===== config.mk =====
export PLATFORM = sky130hd
export DESIGN_NAME = uart_debug_unit
export DESIGN_NICKNAME = d
export VERILOG_FILES = /design/src/rtl/debug_pkg.sv /design/src/rtl/debug_word_sender.sv /design/src/rtl/uart_debug_unit.sv
export SDC_FILE = /design/constraint.sdc
export NUM_CORES = 1
export LEC_CHECK = 0
export ABC_AREA = 1
export ABC_CLOCK_PERIOD_IN_PS = 3900
export CELL_PAD_IN_SITES_DETAIL_PLACEMENT = 0
export CELL_PAD_IN_SITES_GLOBAL_PLACEMENT = 1
export CORE_MARGIN = 4
export CORE_UTILIZATION = 30
export DETAILED_ROUTE_END_ITERATION = 12
export PLACE_DENSITY = 0.61
export SYNTH_ARGS = -nofsm -noshare
export SYNTH_HDL_FRONTEND = slang
export SYNTH_SLANG_ARGS = --single-unit
export TNS_END_PERCENT = 30

===== constraint.sdc =====
create_clock -name clk -period 3.9 [get_ports clk]
set_input_delay 1.17 -clock clk [delete_from_list [all_inputs] [get_ports clk]]
set_output_delay 1.17 -clock clk [all_outputs]
set_load 0.05 [all_outputs]

===== src/rtl/debug_pkg.sv =====
// Shared constants for the UART debug command engine: command/response codes,
// FSM state encodings and word-to-byte sizing.
package debug_pkg;

    localparam int unsigned NB_BYTE        = 8;
    localparam int unsigned NB_DATA_DEF    = 32;
    localparam int unsigned BYTES_PER_WORD = NB_DATA_DEF / NB_BYTE;
    localparam int unsigned NB_BCNT        = 3;
    localparam int unsigned NB_IDX         = $clog2(BYTES_PER_WORD);
    localparam int unsigned NB_STATE       = 4;

    localparam logic [NB_BYTE-1:0] CMD_LOAD = 8'h4C;
    localparam logic [NB_BYTE-1:0] CMD_STEP = 8'h53;
    localparam logic [NB_BYTE-1:0] CMD_READ = 8'h52;
    localparam logic [NB_BYTE-1:0] CMD_RUN  = 8'h43;
    localparam logic [NB_BYTE-1:0] RSP_ACK  = 8'h06;
    localparam logic [NB_BYTE-1:0] RSP_NAK  = 8'h15;

    localparam logic [NB_STATE-1:0] ST_IDLE      = 4'd0;
    localparam logic [NB_STATE-1:0] ST_LOAD_CNT  = 4'd1;
    localparam logic [NB_STATE-1:0] ST_LOAD_DATA = 4'd2;
    localparam logic [NB_STATE-1:0] ST_WRITE     = 4'd3;
    localparam logic [NB_STATE-1:0] ST_STEP      = 4'd4;
    localparam logic [NB_STATE-1:0] ST_RSEL      = 4'd5;
    localparam logic [NB_STATE-1:0] ST_RWAIT     = 4'd6;
    localparam logic [NB_STATE-1:0] ST_RUN       = 4'd7;
    localparam logic [NB_STATE-1:0] ST_SEND      = 4'd8;
    localparam logic [NB_STATE-1:0] ST_WAIT_TX   = 4'd9;

endpackage


===== src/rtl/debug_word_sender.sv =====
// Serializes 1..4 bytes of a word (LSB first) over the UART transmit handshake.
// o_done_c flags the cycle in which the final byte's i_tx_done arrives.
module debug_word_sender
    import debug_pkg::*;
#(
    parameter int unsigned NB_DATA = NB_DATA_DEF
) (
    input  logic               clk,
    input  logic               i_reset,
    input  logic               i_start,
    input  logic [NB_DATA-1:0] i_word,
    input  logic [NB_BCNT-1:0] i_nbytes,
    input  logic               i_tx_done,
    output logic               o_tx_start,
    output logic [NB_BYTE-1:0] o_tx_data,
    output logic               o_done_c
);

    logic               r_active;
    logic [NB_BCNT-1:0] r_left;
    logic [NB_DATA-1:0] r_word;
    logic               r_tx_start;
    logic [NB_BYTE-1:0] r_tx_data;

    // Each byte is launched the cycle after the previous byte's tx_done
    always_ff @(posedge clk) begin
        if (i_reset) begin
            r_active   <= 1'b0;
            r_left     <= '0;
            r_word     <= '0;
            r_tx_start <= 1'b0;
            r_tx_data  <= '0;
        end else begin
            r_tx_start <= 1'b0;
            if (i_start) begin
                r_active   <= 1'b1;
                r_left     <= i_nbytes - NB_BCNT'(1);
                r_tx_start <= 1'b1;
                r_tx_data  <= i_word[NB_BYTE-1:0];
                r_word     <= i_word >> NB_BYTE;
            end else if (r_active && i_tx_done) begin
                if (r_left == '0) begin
                    r_active <= 1'b0;
                end else begin
                    r_left     <= r_left - NB_BCNT'(1);
                    r_tx_start <= 1'b1;
                    r_tx_data  <= r_word[NB_BYTE-1:0];
                    r_word     <= r_word >> NB_BYTE;
                end
            end
        end
    end

    assign o_done_c   = r_active && i_tx_done && (r_left == '0);
    assign o_tx_start = r_tx_start;
    assign o_tx_data  = r_tx_data;

endmodule


===== src/rtl/uart_debug_unit.sv =====
// Host command engine behind the UART: parses load/step/read/run commands,
// drives instruction-memory writes and processor control, and returns responses.
module uart_debug_unit
    import debug_pkg::*;
#(
    parameter int unsigned NB_DATA    = NB_DATA_DEF,
    parameter int unsigned NB_ADDR    = 10,
    parameter int unsigned NB_REG_SEL = 5
) (
    input  logic                  clk,
    input  logic                  i_reset,
    input  logic [NB_BYTE-1:0]    i_rx_data,
    input  logic                  i_rx_done,
    input  logic                  i_tx_done,
    output logic [NB_BYTE-1:0]    o_tx_data,
    output logic                  o_tx_start,
    output logic                  o_imem_we,
    output logic [NB_ADDR-1:0]    o_imem_addr,
    output logic [NB_DATA-1:0]    o_imem_data,
    output logic [NB_REG_SEL-1:0] o_reg_sel,
    input  logic [NB_DATA-1:0]    i_reg_data,
    output logic                  o_step,
    output logic                  o_run,
    input  logic                  i_halt,
    output logic                  o_busy
);

    logic [NB_STATE-1:0]     r_state,      w_state_nxt;
    logic [NB_BYTE-1:0]      r_cnt,        w_cnt_nxt;
    logic [NB_IDX-1:0]       r_idx,        w_idx_nxt;
    logic [NB_DATA-9:0]      r_word,       w_word_nxt;
    logic [NB_ADDR-1:0]      r_addr,       w_addr_nxt;
    logic                    r_we,         w_we_nxt;
    logic [NB_DATA-1:0]      r_imem_data,  w_imem_data_nxt;
    logic [NB_REG_SEL-1:0]   r_reg_sel,    w_reg_sel_nxt;
    logic                    r_step,       w_step_nxt;
    logic                    r_run,        w_run_nxt;
    logic                    r_busy;
    logic [NB_DATA-1:0]      r_rsp_word,   w_rsp_word_nxt;
    logic [NB_BCNT-1:0]      r_rsp_nbytes, w_rsp_nbytes_nxt;
    logic [NB_DATA-1:0]      w_word_full;
    logic                    w_snd_start;
    logic                    w_snd_done_c;

    // New byte enters at the top, so the first byte received ends up in bits 7:0
    assign w_word_full = {i_rx_data, r_word};
    assign w_snd_start = (r_state == ST_SEND);

    always_comb begin
        w_state_nxt      = r_state;
        w_cnt_nxt        = r_cnt;
        w_idx_nxt        = r_idx;
        w_word_nxt       = r_word;
        w_addr_nxt       = r_addr;
        w_we_nxt         = 1'b0;
        w_imem_data_nxt  = r_imem_data;
        w_reg_sel_nxt    = r_reg_sel;
        w_step_nxt       = 1'b0;
        w_run_nxt        = r_run;
        w_rsp_word_nxt   = r_rsp_word;
        w_rsp_nbytes_nxt = r_rsp_nbytes;
        case (r_state)
            ST_IDLE: begin
                if (i_rx_done) begin
                    case (i_rx_data)
                        CMD_LOAD: w_state_nxt = ST_LOAD_CNT;
                        CMD_STEP: begin
                            w_state_nxt = ST_STEP;
                            w_step_nxt  = 1'b1;
                        end
                        CMD_READ: w_state_nxt = ST_RSEL;
                        CMD_RUN: begin
                            w_state_nxt = ST_RUN;
                            w_run_nxt   = 1'b1;
                        end
                        default: begin
                            w_rsp_word_nxt   = NB_DATA'(RSP_NAK);
                            w_rsp_nbytes_nxt = NB_BCNT'(1);
                            w_state_nxt      = ST_SEND;
                        end
                    endcase
                end
            end
            ST_LOAD_CNT: begin
                if (i_rx_done) begin
                    w_cnt_nxt  = i_rx_data;
                    w_addr_nxt = '0;
                    w_idx_nxt  = '0;
                    if (i_rx_data == '0) begin
                        w_rsp_word_nxt   = NB_DATA'(RSP_ACK);
                        w_rsp_nbytes_nxt = NB_BCNT'(1);
                        w_state_nxt      = ST_SEND;
                    end else begin
                        w_state_nxt = ST_LOAD_DATA;
                    end
                end
            end
            ST_LOAD_DATA: begin
                if (i_rx_done) begin
                    w_word_nxt = w_word_full[NB_DATA-1:NB_BYTE];
                    w_idx_nxt  = r_idx + NB_IDX'(1);
                    if (r_idx == NB_IDX'(BYTES_PER_WORD - 1)) begin
                        w_imem_data_nxt = w_word_full;
                        w_we_nxt        = 1'b1;
                        w_state_nxt     = ST_WRITE;
                    end
                end
            end
            ST_WRITE: begin
                w_addr_nxt = r_addr + NB_ADDR'(1);
                w_cnt_nxt  = r_cnt - NB_BYTE'(1);
                if (r_cnt == NB_BYTE'(1)) begin
                    w_rsp_word_nxt   = NB_DATA'(RSP_ACK);
                    w_rsp_nbytes_nxt = NB_BCNT'(1);
                    w_state_nxt      = ST_SEND;
                end else begin
                    w_state_nxt = ST_LOAD_DATA;
                end
            end
            ST_STEP: begin
                w_rsp_word_nxt   = NB_DATA'(RSP_ACK);
                w_rsp_nbytes_nxt = NB_BCNT'(1);
                w_state_nxt      = ST_SEND;
            end
            ST_RSEL: begin
                if (i_rx_done) begin
                    w_reg_sel_nxt = i_rx_data[NB_REG_SEL-1:0];
                    w_idx_nxt     = '0;
                    w_state_nxt   = ST_RWAIT;
                end
            end
            // First cycle lets the new select settle; register data is captured on the second
            ST_RWAIT: begin
                if (r_idx == '0) begin
                    w_idx_nxt = NB_IDX'(1);
                end else begin
                    w_rsp_word_nxt   = i_reg_data;
                    w_rsp_nbytes_nxt = NB_BCNT'(BYTES_PER_WORD);
                    w_state_nxt      = ST_SEND;
                end
            end
            ST_RUN: begin
                if (i_halt) begin
                    w_run_nxt        = 1'b0;
                    w_rsp_word_nxt   = NB_DATA'(RSP_ACK);
                    w_rsp_nbytes_nxt = NB_BCNT'(1);
                    w_state_nxt      = ST_SEND;
                end
            end
            ST_SEND:    w_state_nxt = ST_WAIT_TX;
            ST_WAIT_TX: if (w_snd_done_c) w_state_nxt = ST_IDLE;
            default:    w_state_nxt = ST_IDLE;
        endcase
    end

    always_ff @(posedge clk) begin
        if (i_reset) begin
            r_state      <= ST_IDLE;
            r_cnt        <= '0;
            r_idx        <= '0;
            r_word       <= '0;
            r_addr       <= '0;
            r_we         <= 1'b0;
            r_imem_data  <= '0;
            r_reg_sel    <= '0;
            r_step       <= 1'b0;
            r_run        <= 1'b0;
            r_busy       <= 1'b0;
            r_rsp_word   <= '0;
            r_rsp_nbytes <= '0;
        end else begin
            r_state      <= w_state_nxt;
            r_cnt        <= w_cnt_nxt;
            r_idx        <= w_idx_nxt;
            r_word       <= w_word_nxt;
            r_addr       <= w_addr_nxt;
            r_we         <= w_we_nxt;
            r_imem_data  <= w_imem_data_nxt;
            r_reg_sel    <= w_reg_sel_nxt;
            r_step       <= w_step_nxt;
            r_run        <= w_run_nxt;
            r_busy       <= (w_state_nxt != ST_IDLE);
            r_rsp_word   <= w_rsp_word_nxt;
            r_rsp_nbytes <= w_rsp_nbytes_nxt;
        end
    end

    debug_word_sender #(
        .NB_DATA (NB_DATA)
    ) u_sender (
        .clk        (clk),
        .i_reset    (i_reset),
        .i_start    (w_snd_start),
        .i_word     (r_rsp_word),
        .i_nbytes   (r_rsp_nbytes),
        .i_tx_done  (i_tx_done),
        .o_tx_start (o_tx_start),
        .o_tx_data  (o_tx_data),
        .o_done_c   (w_snd_done_c)
    );

    assign o_imem_we   = r_we;
    assign o_imem_addr = r_addr;
    assign o_imem_data = r_imem_data;
    assign o_reg_sel   = r_reg_sel;
    assign o_step      = r_step;
    assign o_run       = r_run;
    assign o_busy      = r_busy;

endmodule

* Word-level counts from Yosys, hierarchy flattened
Cells that the tools add are included.
** Word-level totals
- Register bits :: 161
- Output and inout port bits :: 60
- Logic and storage cells :: 136
** Operators by class
- Add/subtract/negate cells :: 5
- Equal/unequal tests :: 27
- Multiplexer cells :: 57
- Bitwise gates (word level) :: 3
- Reduce and logical (&&, ||, !) cells :: 26
** Operators by type and width (number)
- 32-bit 2-to-1 mux :: 7
- 32-bit one-hot mux with 6 select lines :: 1
- 24-bit 2-to-1 mux :: 3
- 4-bit 2-to-1 mux :: 10
- 4-bit one-hot mux with 10 select lines :: 1
- 8-bit by 7-bit equality test with 1-bit output (second input constant) :: 4
- 8-bit 2-to-1 mux :: 4
- 3-bit 2-to-1 mux :: 10
- 10-bit one-hot mux with 2 select lines :: 1
- 2-bit inequality test (second input constant) :: 9
- 3-bit one-hot mux with 6 select lines :: 1
- 4-bit by 3-bit equality test with 1-bit output (second input constant) :: 4
- 4-bit one-hot mux with 4 select lines :: 1
- 8-bit one-hot mux with 2 select lines :: 1
- 1-bit 2-to-1 mux :: 11
- 10-bit by 1-bit adder with 10-bit output (second input constant) :: 1
- 10-bit 2-to-1 mux :: 1
- 2-bit AND reduction :: 5
- 4-bit by 2-bit equality test with 1-bit output (second input constant) :: 2
- 4-bit equality test (second input constant) :: 2
- 8-bit by 1-bit equality test with 1-bit output (second input constant) :: 1
- 8-bit zero test :: 1
- 4-bit AND reduction :: 2
- 8-bit AND reduction :: 1
- other kinds (22) :: 34

* Longest topological paths before layout
Gate-level depths: netlist of run 1.
- Depth after elaboration :: 5
- Gate-level depth with buffers :: 13

* By module
A second synthesis of run 1 with hierarchy kept.
** Second synthesis, totals
- Cell total of the unflattened synthesis :: 965
- Area, all modules :: 6960.4 um^2
** Modules (own cells, without submodules)
- uart_debug_unit :: instances 1, cells an instance 708, area each 5147.4 um^2, seq. area each 2462.4 um^2
- debug_word_sender :: instances 1, cells an instance 257, area each 1813.0 um^2, seq. area each 740.7 um^2

* Worst setup path before layout of run 1
OpenSTA, ideal clock, no wires.
- Path kind :: input port to flip-flop
- From :: input port i_rx_done
- To :: register r_cnt[2]
- Setup time :: 0.132 ns
- Arrival time :: 2.262 ns
- Path slack :: 1.506 ns
- Cell stages on the path :: 7
- Path through :: buf_2 > clkinv_1 > nand2_2 > nand3_2 > clkbuf_1 > o21ai_0 > a21oi_1
** Between the ends
- Longest elaborated chain between the ends :: 2
** RTL lines
- start: declaration :: line uart_debug_unit.sv:13 : input logic i_rx_done,
- 2-bit inequality test (no line)
- 2-bit AND reduction (no line)
- end signal: assignment :: line uart_debug_unit.sv:173 : r_cnt <= w_cnt_nxt;
- end: declaration :: line uart_debug_unit.sv:29 : logic [NB_BYTE-1:0] r_cnt, w_cnt_nxt;
Every way passes these cells.
A chain may end at the register's enable or synchronous reset.

* Final worst setup path of run 1
- From :: input port i_rx_data[3]
- To :: register r_rsp_word[4]
** Between the ends
- Longest elaborated chain between the ends :: 4
** RTL lines
- start: declaration :: line uart_debug_unit.sv:12 : input logic [NB_BYTE-1:0] i_rx_data,
- 8-bit by 7-bit equality test with 1-bit output :: line uart_debug_unit.sv:65 : case (i_rx_data)
- 4-bit OR reduction (no line)
- 2-bit inequality test (no line)
- 8-bit AND reduction (no line) (*)
- end signal: assignment :: line uart_debug_unit.sv:183 : r_rsp_word <= w_rsp_word_nxt;
- end: declaration :: line uart_debug_unit.sv:39 : logic [NB_DATA-1:0] r_rsp_word, w_rsp_word_nxt;
Mark *: on every way between the ends. The rest lies on a longest branch, timed or not.

==> results of run 1 <==
## power by group through the flow
stage	clock, W	combinational (W)	sequential (W)
floorplan	0	0.00101	0.00204
CTS	0.00170	0.00148	0.00189
detailed placement	0	0.00147	0.00193
finish	0.00165	0.00145	0.00189
global placement	0	0.00148	0.00193
global route	0.00177	0.00164	0.00191
## registers in the layout (all words and copies together), names as in the netlist, 3 cells and up
| name | count |
|---|---|
| o_imem_data | 32 |
| r_rsp_word | 32 |
| r_word | 24 |
| u_sender.r_word | 24 |
| o_imem_addr | 10 |
| r_cnt | 8 |
| u_sender.o_tx_data | 8 |
| o_reg_sel | 5 |
| r_state | 4 |
| u_sender.r_left | 3 |
## metrics by stage
step	std cells	area, um^2	hold WS, ns	util (%)	power [W]
2_1_floorplan	891	6710	0.436	-	0.00305
3_3_place_gp	1242	7950	0.436	36.3	0.00341
3_5_place_dp	1242	7950	0.441	36.3	0.00340
4_1_cts	1274	8530	0.451	38.9	0.00507
5_1_grt	1274	8530	0.479	38.9	0.00532
6_report	1274	8530	0.447	38.9	0.00499
## layer usage
layer  vias up  routed length (um)  GRT usage [%]
met5         -                   0              0
met2        97                8360           23.3
met3        12                 722           3.55
met1      2731                9560           21.9
met4         0                 180           3.52
li1       3142                   -              -
## layout make-up
| cell class | instances | share of cell area, % |
|---|---|---|
| sequential | 160 | 37.6 |
| multi-input combinational | 617 | 35.1 |
| timing repair buffer | 116 | 13.4 |
| clock buffer | 18 | 5.03 |
| tap | 280 | 4.11 |
| inverter | 69 | 3.16 |
| clock inverter | 14 | 1.72 |
## logic make-up after synthesis
kind of cell	count (synthesis)
adder cells (fa/ha/maj)	6
flip-flops	160
XOR/XNOR	3
buffers and inverters	114
AO/OA/AOI/OAI	214
AND/OR/NAND/NOR	394
## layout by cell type, fill, tap and decap left out, drive strengths merged
master and n:
a221oi 2, clkdlybuf4s50 103, nand3 73, buf 13
a21oi 103, and3 1, or2 2, xor2 1
nor3 4, inv 74, clkinvlp 3, bufinv 1
dfxtp 160, a2bb2oi 1, a22oi 9, o22ai 6
o211ai 3, o31ai 1, nand2 240, a31oi 9
nand4 5, clkbuf 18, clkinv 5, ha 6
a211oi 5, nor2 69, xnor2 2, o21ai 75
## how the worst max path moves through the flow
stage / from / end / slack, ns / cells past startpoint
6_report: i_rx_data[3] / r_rsp_word[4] / 0.95 / 11
3_5_place_dp: i_rx_data[7] / r_rsp_word[4] / 0.52 / 11
2_1_floorplan: i_rx_done / r_cnt[2] / 1.51 / 7
5_1_grt: i_rx_data[2] / r_rsp_word[4] / 0.62 / 11
3_3_place_gp: i_rx_data[3] / r_rsp_word[0] / 0.55 / 11
4_1_cts: i_rx_data[2] / r_rsp_word[4] / 0.95 / 11
## tightest hold or removal path, cell delays in order (launching register included)
cell     delay (ns)
dfxtp_1        0.31
inv_1          0.05
a21oi_1        0.05
==> results.ini, run 1 <==
[pwr]
seqPwrFrac_pct = 37.9
p_clk_share_pct = 33.0
leakage_nw = 3.09
p_per_area_nw_per_um2 = 585
p_sw_share_pct = 37.4
combPwrFrac_pct = 29.1
max-vdd-ir-drop_v = 0.000310
intPower_w = 0.00313
p_sw_w = 0.00186

[synthesis]
ys_ff_latch = 160
synth_top_family_by_area = simple AND/OR/NAND/NOR gates
synthTopCellsByArea = dfxtp_1 (48%), nand2_1 (13%), a21oi_1 (7.7%)
synth_mux_area_share_pct = 0
synth_edf_count = 0
yosys.area.top_type = dfxtp_1
yosysMostFrequentCell = nand2_1
yosysSeqAreaShare_pct = 47.8
synth_xor_area_share_pct = 0.392
synth_common_cells = nand2_1 (229), dfxtp_1 (160), a21oi_1 (103)
yosys.area_share.simple_pct = 25.9
synth_adder_area_share_pct = 1.12
ys.flop_type = dfxtp_1
syn_area_um2 = 6710
synth_compound_area_share_pct = 17.2
synth_cell_types = 42
synth_warnings = 0
syn_area_per_cell_um2 = 7.53
synth_cells = 891
async_flop_share_pct = 0
synth_nets = 942
synth_top_area_share_pct = 47.8

[clocking]
numCtsBuffers = 17
cts.sinks = 160
htree_levels = 4
cts_tree = done
post_cts_buffers = 0
clkLatencyLatePin_ns = 0.42
clk_path_buf_depth = 2
hold_buffers = 0
cts_root_buffer = clkbuf_16
cts_resized = 0
clk_pin_slew_ns = 0.07

[setup_path]
rr_worst_depth = 11
critPathKind = input port to register
crit_path_start_kind = input port
r2r_slack_ns = 1.44
cp_top_family = simple AND/OR/NAND/NOR gates
worstPathArrival_ns = 3.30
critical_path_required_ns = 4.25
critical-path-max-stage-delay_ns = 0.62
rr_startpoint = r_state[3]
r2r_end = r_rsp_word[4]
cp_common_cell = nor2_1
path_buf_inv = 2
slowest_stage = clkdlybuf4s50_1
cp_max_fo = 31
crit_chain = clkdlybuf4s50_1, nor2_1, nand2_1, nor2_1, nor2_1, nand2_1, nand2_1, nand3_4, inv_1, nor2_1, nor2_1
end_kind = register

[timing]
final-setup-viol-count = 0
fin_crit_sh_pct = 75.6
fin_tns_setup_ns = 0
max_clock_freq_mhz = 339
fin_skew_ns = 0.0113
tightestPinTransition_ns = 1.07
timing_hold_violations_final = 0
worst_slack_ns = 0.954
slew_headroom_pct = 28.5
rsz0062_at_grt = no
fin_crit_ns = 2.95
maxSlewViolCount = 0

[routing]
vias = 5982
drt-initial-drc-count = 319
avgViaCountPerCell = 4.70
first_pass_iters = 5
ant_nets = 0
drc = 0
routed_wl_um = 18800
drt-wirelength-per-cell_um = 14.8

[grt]
grt_max_degree = 85
grt_overflow = 0
track_usage_pct = 15.3
grt_first_pass_wirelength_um = 30200
antenna_found_initial = 0
grt_pass1_vias = 5646

[cells_and_area]
area_delta_synth_final_pct = 27.1
fin_nets = 1032
seqCellArea_um2 = 3200
insertedDiodeCount = 0
drive_gt1_share_pct = 8.65
multi_input_area_um2 = 2990
fillCellCount = 2327

[flow_run]
cap_violations = 0

[floorplanning]
rows = 54
pin_count = 105
die_area_um2 = 24800
core_um2 = 21900
die_w_um = 158
start_util_pct = 30.6
die_y_um = 158

[worst_hold_path]
hp-class = register to register
hold_path_depth = 2
hold_end = o_run
hp-start = o_run

[placed_design]
io_buffers = 104
place_hpwl_um = 12900
gp_congestion = 0.786
dpl_worst_slack_ns = 0.518

[status]
status = finished, final reports clean

(Power assumes the default switching activity.)
==> inputs of run 2 (changes only) <==
- ABC_CLOCK_PERIOD_IN_PS: 3900 -> 2900
- clock period: 3.9 -> 2.9 ns (I/O delays scaled with it)
==> run 2 against run 1 <==
Worst setup slack got worse by 0.62 ns; design area rose by 2.2%; critical path depth decreased by 10; wire length up 1.4%; clock skew is 0.0016 ns lower; clock power grew 50%; via count grew 1.2%; critical path type is now register to output port; critical endpoint is now o_imem_addr[7]; largest power group unchanged.
==> results.ini, run 2 (synthesis results as in run 1) <==
[status]
status = finished, final reports clean

[cells_and_area]
seqCellArea_um2 = 3200  ; unchanged
drive_gt1_share_pct = 9.84  ; +1.2 points
insertedDiodeCount = 0  ; unchanged
fillCellCount = 2365  ; +1.6%
final_cell_mix = nand2_1 (229), dfxtp_1 (160), a21oi_1 (103), clkdlybuf4s50_1 (103), nand3_1 (70)
design_area_um2 = 8710  ; +2.2%
area_delta_synth_final_pct = 29.8
multi_input_area_um2 = 2990  ; unchanged
layout_commonest_cell = nand2_1
fin_nets = 1045  ; +1.3%

[clocking]
clk_path_buf_depth = 2  ; unchanged
htree_levels = 4  ; unchanged
cts.sinks = 160  ; unchanged
clkLatencyLatePin_ns = 0.42  ; about the same
post_cts_buffers = 0  ; unchanged
clk_pin_slew_ns = 0.07  ; about the same
cts_resized = 0  ; unchanged
hold_buffers = 0  ; unchanged
cts_root_buffer = clkbuf_16
cts_tree = done
numCtsBuffers = 17  ; unchanged

[grt]
grt_pass1_vias = 5765  ; +2.1%
grtUsageMet2_pct = 24.3  ; +0.94 points
grt_use_met1_pct = 22.3  ; +0.34 points
antenna_found_initial = 0  ; unchanged
grt_first_pass_wirelength_um = 31100  ; +3.0%
busiest_layer = met2
track_usage_pct = 15.7  ; +0.47 points
grt_util_met3_pct = 3.68  ; +0.14 points
grt_max_degree = 65  ; -24%
grt_overflow = 0  ; unchanged

[setup_path]
endpoint = o_imem_addr[7]
worstPathArrival_ns = 1.69  ; -1.61 ns
cp_top_family = buffers and inverters
path_buf_inv = 1  ; -1
cp_max_fo = 7  ; -77%
end_kind = output port
crit_path_start_kind = register
crit_chain = clkdlybuf4s50_1
critical_path_required_ns = 2.03  ; -2.22 ns
critPathKind = register to output port
cp_num_cells = 1  ; -10
r2r_slack_ns = 0.76  ; -0.68 ns
rr_startpoint = r_state[1]
slowest_stage = clkdlybuf4s50_1
rr_worst_depth = 6  ; -5
critical_path.startpoint = o_imem_addr[7]
r2r_end = r_word[20]
critical-path-max-stage-delay_ns = 0.84  ; +0.22 ns

[pwr]
finalPower_w = 0.00714  ; +43%
p_per_area_nw_per_um2 = 820  ; +40%
max-vdd-ir-drop_v = 0.000387  ; +25%
leakage_nw = 3.20  ; +3.5%

[timing]
maxSlewViolCount = 0  ; unchanged
worst_slack_ns = 0.337  ; -0.616 ns
rsz0062_at_grt = no
slew_headroom_pct = 51.7  ; +23 points
timing_hold_violations_final = 0  ; unchanged
fin_tns_setup_ns = 0  ; unchanged
max_clock_freq_mhz = 390
fin_crit_sh_pct = 88.4
tightestPinTransition_ns = 0.724  ; -0.349 ns
final-setup-viol-count = 0  ; unchanged
finalHoldWorstSlack_ns = 0.451  ; +0.00469 ns
fin_skew_ns = 0.00973  ; -0.00160 ns
fin_crit_ns = 2.56

[worst_hold_path]
hp-class = register to register

[placed_design]
dpl_worst_slack_ns = 0.0821  ; -0.436 ns
gp_congestion = 0.790  ; +0.52%
place_hpwl_um = 13600  ; +5.1%
placed_cell_area_um2 = 8060  ; +1.4%
io_buffers = 104  ; unchanged

[floorplanning]
die_area_um2 = 24800  ; unchanged
start_util_pct = 30.6  ; unchanged
rows = 54  ; unchanged
die_y_um = 158  ; unchanged
die_w_um = 158  ; unchanged
core_um2 = 21900  ; unchanged
pin_count = 105  ; unchanged

[routing]
drc = 0  ; unchanged
first_pass_iters = 7  ; +2
drt-wirelength-per-cell_um = 14.8  ; +0.45%
ant_nets = 0  ; unchanged
routed_wl_um = 19100  ; +1.4%
drt-initial-drc-count = 314  ; -1.6%
vias = 6053  ; +1.2%
avgViaCountPerCell = 4.71  ; +0.24%

[flow_run]
cap_violations = 0  ; unchanged

==> run 2: worst min-delay path by stage <==
stage                from  cells past startpoint  slack (ns)         end
6_report            o_run                      2        0.45       o_run
5_1_grt         r_word[2]                      2        0.48   r_word[2]
4_1_cts             o_run                      2        0.45       o_run
3_5_place_dp        o_run                      2        0.44       o_run
3_3_place_gp        o_run                      2        0.43       o_run
2_1_floorplan  r_word[16]                      2        0.44  r_word[16]
==> run 2: final cells by class <==
| type | instances | share of cell area (%) |
|---|---|---|
| clock buffer | 19 | 5.20 |
| clock inverter | 12 | 2.26 |
| inverter | 69 | 3.09 |
| multi-input combinational | 617 | 34.3 |
| sequential | 160 | 36.8 |
| tap | 280 | 4.02 |
| timing repair buffer | 129 | 14.3 |
==> run 2: power by group <==
group	leakage, nW	internal (W)	switching (W)
Combinational	1.59	0.000723	0.00139
Sequential	1.29	0.00240	0.000143
Clock	0.316	0.00151	0.000972
==> run 2: through the flow <==
step,util [%],cells
5_1_grt,39.8,1286
4_1_cts,39.8,1286
3_3_place_gp,36.8,1255
6_report,39.8,1286
2_1_floorplan,-,891
3_5_place_dp,36.8,1255
==> run 2: per-layer routing <==
layer  vias to the layer above  wire, um
met1                      2795      9670
met3                        12       730
met5                         -         0
li1                       3164         -
met2                        82      8500
met4                         0       180
==> inputs of run 3 (changes only) <==
- CORE_MARGIN: 4 -> 3
==> run 3 against run 2 <==
Total power down 4.6%; final cell count hardly changed; sequential power about the same; wire length is 0.81% lower; non-clock buffer count shrank 2; critical path depth unchanged; largest power group unchanged; highest routed layer unchanged.
==> results.ini, run 3 (synthesis results as in run 1) <==
[pwr]
leakage_nw = 3.15  ; -1.5%
p_per_area_nw_per_um2 = 789  ; -3.7%
max-vdd-ir-drop_v = 0.000427  ; +10%

[floorplanning]
core_um2 = 21900  ; unchanged
die_w_um = 156  ; -1.3%
pin_count = 105  ; unchanged
start_util_pct = 30.6  ; unchanged
die_y_um = 156  ; -1.3%
rows = 54  ; unchanged
die_area_um2 = 24200  ; -2.5%

[grt]
antenna_found_initial = 0  ; unchanged
track_usage_pct = 15.9  ; +0.15 points
grt_pass1_vias = 5806  ; +0.71%
grt_max_degree = 85  ; +31%
grt_overflow = 0  ; unchanged
grt_first_pass_wirelength_um = 31000  ; -0.27%

[placed_design]
post-place-cells = 1253  ; -0.16%
place_hpwl_um = 13200  ; -3.2%
placed_cell_area_um2 = 8050  ; -0.19%
io_buffers = 104  ; unchanged
gp_congestion = 0.810  ; +2.6%
dpl_worst_slack_ns = 0.0788  ; -0.00329 ns

[setup_path]
slowest_stage = clkdlybuf4s50_1
crit_chain = clkdlybuf4s50_1
critical_path_required_ns = 2.03  ; about the same
critical_path.startpoint = o_imem_addr[8]
cp_max_fo = 6  ; -1
path_buf_inv = 1  ; unchanged
end_kind = output port
rr_worst_depth = 11  ; +5
cp_top_family = buffers and inverters
rr_startpoint = r_state[1]
r2r_slack_ns = 0.80  ; +0.04 ns
r2r_end = u_sender.r_word[1]
cp_num_cells = 1  ; unchanged
critical-path-max-stage-delay_ns = 0.85  ; about the same
worstPathArrival_ns = 1.71  ; +0.02 ns
crit_path_start_kind = register
critPathKind = register to output port

[clocking]
clkLatencyLatePin_ns = 0.43  ; about the same
clk_path_buf_depth = 2  ; unchanged
cts_root_buffer = clkbuf_16
cts.sinks = 160  ; unchanged
hold_buffers = 0  ; unchanged
numCtsBuffers = 17  ; unchanged
cts_resized = 0  ; unchanged
cts_tree = done
clk_pin_slew_ns = 0.07  ; about the same
htree_levels = 4  ; unchanged
post_cts_buffers = 0  ; unchanged

[cells_and_area]
final_cell_mix = nand2_1 (229), dfxtp_1 (160), a21oi_1 (103), clkdlybuf4s50_1 (103), nand3_1 (70)
seqCellArea_um2 = 3200  ; unchanged
fin_nets = 1043  ; -0.19%
fillCellCount = 2320  ; -1.9%
layout_commonest_cell = nand2_1
area_delta_synth_final_pct = 28.7
drive_gt1_share_pct = 9.75  ; -0.090 points
design_area_um2 = 8630  ; -0.90%
final_cells = 1285  ; -0.078%
insertedDiodeCount = 0  ; unchanged
multi_input_area_um2 = 2990  ; unchanged

[flow_run]
cap_violations = 0  ; unchanged

[routing]
drt-wirelength-per-cell_um = 14.7  ; -0.73%
first_pass_iters = 5  ; -2
drt-initial-drc-count = 279  ; -11%
ant_nets = 0  ; unchanged
avgViaCountPerCell = 4.72  ; +0.18%
drc = 0  ; unchanged
routed_wl_um = 18900  ; -0.81%
vias = 6059  ; +0.099%

[timing]
max_clock_freq_mhz = 388  ; -0.68%
maxSlewViolCount = 0  ; unchanged
rsz0062_at_grt = no
final-setup-viol-count = 0  ; unchanged
fin_skew_ns = 0.00899  ; -0.000740 ns
tightestPinTransition_ns = 0.533  ; -0.191 ns
worst_slack_ns = 0.320  ; -0.0175 ns
fin_crit_sh_pct = 89.0  ; +0.61 points
finalHoldWorstSlack_ns = 0.461  ; +0.00980 ns
timing_hold_violations_final = 0  ; unchanged
slew_headroom_pct = 64.3  ; +13 points
fin_tns_setup_ns = 0  ; unchanged
fin_crit_ns = 2.58  ; +0.0175 ns

[worst_hold_path]
hp-class = register to register
hp-start = o_imem_data[6]
hold_end = o_imem_data[6]
hold_path_depth = 2  ; unchanged

[status]
status = finished, final reports clean

## run 3: report_power, final
group	internal (W)	leakage, nW	total (W)	switching, W
registers	0.00240	1.29	0.00255	0.000142
clock network	0.00117	0.278	0.00221	0.00104
logic	0.000671	1.58	0.00206	0.00139
total	0.00424	3.15	0.00681	0.00257
## run 3: through the flow
step	total power (W)	util, %
finish	0.00681	39.4
global route	0.00727	39.4
CTS	0.00693	39.4
detailed placement	0.00469	36.8
global placement	0.00469	36.8
floorplan	0.00411	-
## run 3: how the worst max path moves through the flow
stage / to
6_report: o_imem_addr[8]
3_5_place_dp: r_rsp_word[18]
3_3_place_gp: r_rsp_word[2]
2_1_floorplan: r_cnt[2]
4_1_cts: o_imem_addr[8]
5_1_grt: o_imem_addr[7]
## run 3: area by class of cell
class | count | area share [%]
sequential | 160 | 37.1
clock inverter | 14 | 1.70
tap | 280 | 4.06
timing repair buffer | 127 | 14.3
multi-input combinational | 617 | 34.6
inverter | 69 | 3.12
clock buffer | 18 | 5.09
## run 3: metal layers
metal / wire length, um / GRT usage (%) / up-vias
li1: - / - / 3157
met1: 9570 / 22.9 / 2785
met2: 8510 / 24.2 / 102
met3: 651 / 3.30 / 15
met4: 204 / 4.38 / 0
met5: 0 / 0 / -
